`src/rtl/stopwatch_counter.sv`:
```
// stopwatch_counter
//   Minutes/seconds stopwatch and countdown timer. It advances one step per
//   cycle in which tick_i is high. It supports run/pause, a preset (adjust)
//   mode, up/down counting, a rollover pulse and an expiry flag.
//
// Parameters
//   W        width of each count field
//   SEC_MAX  last seconds value (seconds wrap at SEC_MAX+1)
//   MIN_MAX  last minutes value (minutes wrap at MIN_MAX+1)
//
// Ports
//   timer_i     clock, rising edge
//   reset_i     synchronous active-low reset
//   tick_i      count strobe, one step per cycle high
//   pause_i     pulse: toggles run/pause, clears expiry
//   adj_i       level: request adjust mode
//   sel_i       adjust target: 0 = seconds, 1 = minutes
//   adj_step_i  pulse: +1 on the selected field while adjusting
//   down_i      direction: 0 = up, 1 = down (sampled on each tick)
//   minutes_o   current minutes
//   seconds_o   current seconds
//   running_o   high in RUN
//   adjusting_o high in ADJUST
//   wrap_o      one-cycle pulse after a full up-count rollover
//   done_o      high in EXPIRED
module stopwatch_counter #(
    parameter int W       = 6,
    parameter int SEC_MAX = 59,
    parameter int MIN_MAX = 59
) (
    input  logic         timer_i,
    input  logic         reset_i,
    input  logic         tick_i,
    input  logic         pause_i,
    input  logic         adj_i,
    input  logic         sel_i,
    input  logic         adj_step_i,
    input  logic         down_i,
    output logic [W-1:0] minutes_o,
    output logic [W-1:0] seconds_o,
    output logic         running_o,
    output logic         adjusting_o,
    output logic         wrap_o,
    output logic         done_o
);

    localparam logic [W-1:0] SEC_LIM = W'(SEC_MAX);
    localparam logic [W-1:0] MIN_LIM = W'(MIN_MAX);
    localparam logic [W-1:0] ONE     = W'(1);

    typedef enum logic [1:0] {
        PAUSED  = 2'd0,
        RUN     = 2'd1,
        ADJUST  = 2'd2,
        EXPIRED = 2'd3
    } state_t;

    state_t         state_q, state_d;
    logic [W-1:0]   sec_q, sec_d;
    logic [W-1:0]   min_q, min_d;
    logic           wrap_q, wrap_d;

    always_ff @(posedge timer_i) begin
        if (!reset_i) begin
            state_q <= PAUSED;
            sec_q   <= '0;
            min_q   <= '0;
            wrap_q  <= 1'b0;
        end else begin
            state_q <= state_d;
            sec_q   <= sec_d;
            min_q   <= min_d;
            wrap_q  <= wrap_d;
        end
    end

    always_comb begin
        state_d = state_q;
        sec_d   = sec_q;
        min_d   = min_q;
        wrap_d  = 1'b0;

        if (adj_i) begin
            // adj outranks pause and tick. A step pulse counts only once the
            // block is already in ADJUST, not on the entry cycle.
            state_d = ADJUST;
            if (state_q == ADJUST && adj_step_i) begin
                if (sel_i) begin
                    min_d = (min_q == MIN_LIM) ? '0 : min_q + ONE;
                end else begin
                    sec_d = (sec_q == SEC_LIM) ? '0 : sec_q + ONE;
                end
            end
        end else begin
            case (state_q)
                ADJUST: begin
                    state_d = PAUSED;
                end
                PAUSED: begin
                    if (pause_i) begin
                        state_d = RUN;
                    end
                end
                RUN: begin
                    if (tick_i) begin
                        if (!down_i) begin
                            if (sec_q != SEC_LIM) begin
                                sec_d = sec_q + ONE;
                            end else begin
                                sec_d = '0;
                                if (min_q == MIN_LIM) begin
                                    min_d  = '0;
                                    wrap_d = 1'b1;
                                end else begin
                                    min_d = min_q + ONE;
                                end
                            end
                        end else begin
                            if (sec_q != '0) begin
                                sec_d = sec_q - ONE;
                            end else if (min_q != '0) begin
                                sec_d = SEC_LIM;
                                min_d = min_q - ONE;
                            end
                            // Also covers a down tick taken while already at 00:00.
                            if (sec_d == '0 && min_d == '0) begin
                                state_d = EXPIRED;
                            end
                        end
                    end
                    // The tick above is still applied; the pause then wins the state.
                    if (pause_i) begin
                        state_d = PAUSED;
                    end
                end
                EXPIRED: begin
                    if (pause_i) begin
                        state_d = PAUSED;
                    end
                end
                default: begin
                    state_d = PAUSED;
                end
            endcase
        end
    end

    assign minutes_o   = min_q;
    assign seconds_o   = sec_q;
    assign running_o   = (state_q == RUN);
    assign adjusting_o = (state_q == ADJUST);
    assign done_o      = (state_q == EXPIRED);
    assign wrap_o      = wrap_q;

endmodule

```
`config.mk`:
```
export PLATFORM = sky130hd
export DESIGN_NAME = stopwatch_counter
export DESIGN_NICKNAME = d
export VERILOG_FILES = /design/src/rtl/stopwatch_counter.sv
export SDC_FILE = /design/constraint.sdc
export NUM_CORES = 1
export LEC_CHECK = 0
export ABC_AREA = 1
export BUFFER_PORTS_ARGS = -buffer_cell sky130_fd_sc_hd__buf_4
export CORE_MARGIN = 5
export CORE_UTILIZATION = 55
export DETAILED_ROUTE_END_ITERATION = 10
export GPL_TIMING_DRIVEN = 0
export PLACE_DENSITY_LB_ADDON = 0.15
export SYNTH_ARGS = -nofsm -noshare
export SYNTH_HDL_FRONTEND = slang
export SYNTH_SLANG_ARGS = --single-unit
```
`constraint.sdc`:
```
create_clock -name timer_i -period 2.7 [get_ports timer_i]
set_input_delay 0.405 -clock timer_i [delete_from_list [all_inputs] [get_ports timer_i]]
set_output_delay 0.405 -clock timer_i [all_outputs]
set_load 0.05 [all_outputs]
```
==> results.toml <==
[run]
max_cap_viol_count = 0

[floorplan]
dieHeight_um = 62.3
die_x_um = 62.3
rows = 19
core_mm2 = 0.00269
ioPinCount = 24
start_util_pct = 56.0
die_area_mm2 = 0.00388

[place]
dp_slack_ns = 0.665
place_congestion = 0.878
dp_hpwl_um = 2790
dpl_cell_area_mm2 = 0.00171
port_buffers = 22
dp_cells = 290

[global_routing]
grt_overflow = 0
grt_antenna_before_repair = 0
grt_pass1_wl_um = 6560
grt_pass1_vias = 1488
grt_max_degree = 11
gr-usage-all-layers_pct = 19.8

[timing]
tns_ns = 0
max_freq_ghz = 0.478
rsz0062_at_grt = "no"
setup_viol_count_final = 0
hold_violations = 0
setup_ws_ns = 0.607
clock_skew_ns = 0.00878
holdWs_ns = 0.397
period_share_pct = 77.5
max_slew_margin_pct = 68.7
slew_viol_final = 0
period_minus_slack_ns = 2.09
worst_pin_slew_ns = 0.470

[logic_synthesis]
synth_compound_area_share_pct = 16.0
synth_fp_nets = 250
avgSynthCellArea_um2 = 6.35
yosysTopAreaCell = "dfxtp_1"
synthDistinctLibCells = 36
yosys.area_share.simple_pct = 42.9
synth_top_area_share_pct = 20.0
synthAdderAreaFrac_pct = 4.16
yosysSeqAreaShare_pct = 20.0
ys_seq_elements = 15
synthXorXnorAreaFrac_pct = 4.07
syn-instance-count = 237
synth.top_cells.by_area = "dfxtp_1 (20%), nand2_1 (13%), inv_1 (8.0%)"
synthMuxAreaShare_pct = 0
ys_warn_count = 0
synth_top_family_by_area = "simple AND/OR/NAND/NOR gates"
syn-cell-area_mm2 = 0.00151

[route]
drt-initial-drc-count = 87
met1Wirelength_um = 1790
wl_met3_um = 284
dr_total_vias = 1562
wl_per_cell_um = 12.7
wirelength_um = 3730
wl_met2_um = 1610
ant_nets = 0
vias_per_cell = 5.31
top_layer_used = "met4"
drt-pass1-iter-count = 4
drc = 0

[power]
p_per_area_mw_per_mm2 = 403
p_sw_share_pct = 43.6
p_comb_share_pct = 44.9
p_total_uw = 700
vdd_drop_max_v = 0.000308
sequentialPowerShare_pct = 34.8
p_clk_share_pct = 20.4
power.leakage_nw = 0.886
p_sw_uw = 305
p_int_uw = 395

[cts]
cts_tree = "done"
cts_hold_buf = 0
clk_latency_ns = 0.30
clk_pin_slew_ns = 0.11
clockBufferDepth = 2
cts_root_buf = "clkbuf_4"
cts_sinks = 15
htreeDepth = 1
cts_resized = 0
numCtsBuffers = 3
postCtsSetupRepairBufs = 0

[setup_path]
path_class = "register to register"
required_ns = 2.90
cp.arrival_ns = 2.29
cp-end-kind = "register"
crit_path_max_fanout = 10
crit_path_start_kind = "register"

[cells_and_area]
nets = 277
final_area_mm2 = 0.00174
num_antenna_cells = 0
finalNonFillerCells = 294
syn_to_final_growth_pct = 15.3
postLayoutCoreUtil_pct = 64.6
layout-drive-gt1-share_pct = 23.6

[min_path]
hold_path.class = "primary input to register"

[run_status]
status = "finished, final reports clean"
cell type report:
type                    count  area (µm²)
multi-input cells         177        1010
fillers                   256         951
flip-flops and latches     15         300
repair buffers             22         165
inverters                  39         146
plain buffers               6        48.8
well taps                  31        38.8
clock buffers               4        26.3
final timing paths:
| kind | start | endpoint | slack, ns | cells past startpoint |
|---|---|---|---|---|
| worst min-delay path | adj_i | state_q[0] | 0.40 | 4 |
| worst min register to register | seconds_o[1] | seconds_o[1] | 0.59 | 2 |
| worst max register to register | seconds_o[0] | state_q[1] | 0.61 | 15 |
| worst max-delay path | seconds_o[0] | state_q[1] | 0.61 | 15 |
flip-flops by register name, indices dropped and copies added (netlist names):
| signal | count |
|---|---|
| seconds_o | 6 |
| minutes_o | 6 |
| state_q | 2 |
| wrap_o | 1 |
cells in the mapped netlist (all sizes together):
cell,n
nand3,21
nor2,33
a31oi,4
a32oi,1
ha,5
dfxtp,15
a21oi,10
a21boi,1
a311oi,1
buf,4
o211ai,1
xor2,7
o22ai,1
nand2,61
clkinv,1
nor3,4
or2,2
clkbuf,2
a221oi,4
nand4,3
inv,38
a211oi,1
and3,1
o21ai,16
power groups by stage:
stage          registers (mW)  clock network, mW  logic [mW]
2_1_floorplan           0.272                  0       0.218
3_3_place_gp            0.248                  0       0.308
3_5_place_dp            0.248                  0       0.309
4_1_cts                 0.243              0.144       0.310
5_1_grt                 0.246              0.161       0.344
6_report                0.243              0.143       0.314
cell families (layout without fill, tap and decap cells):
logic type,after synthesis,count (layout)
DFF,15,15
AOI/OAI and AO/OA,40,40
xor gates and xnor gates,7,7
adders and majority gates,5,5
buffers and inverters,45,71
and+or+nand+nor,125,125
critical path: stages, from the launching register on:
cell and delay, ns:
dfxtp_1 0.37, inv_1 0.19, ha_1 0.26, inv_1 0.09, nor2_4 0.14, nand3_4 0.15, nand2_1 0.10, nand2_1 0.06
nor2_1 0.12, nand2_1 0.08, nor2_2 0.11, nand2_1 0.07, nand2_2 0.08, nand2_1 0.05, nand2_1 0.06, nor2_2 0.04
layout by cell type, fill, tap and decap left out, types with 2 or more instances in the layout:
| master | n |
|---|---|
| a21oi_1 | 10 |
| o21ai_0 | 14 |
| a221oi_1 | 4 |
| nor2_1 | 20 |
| nor2_4 | 2 |
| nor3_1 | 3 |
| buf_6 | 3 |
| nor2_2 | 9 |
| nand3_1 | 18 |
| nand2_2 | 7 |
| o21ai_1 | 2 |
| a31oi_1 | 4 |
| clkbuf_4 | 3 |
| nand4_1 | 3 |
| xor2_1 | 7 |
| nand2_1 | 53 |
| inv_1 | 32 |
| ha_1 | 5 |
| nor2_8 | 2 |
| buf_4 | 23 |
| dfxtp_1 | 15 |
| clkbuf_1 | 3 |
| inv_2 | 6 |
| nand3_4 | 2 |
metal layers:
layer / GRT usage, % / vias to the layer above
met3: 3.42 / 4
met1: 27.7 / 688
met4: 6.10 / 0
met2: 30.8 / 55
met5: 0 / -
li1: - / 815
No activity file was read; power rests on OpenSTA's default activity.
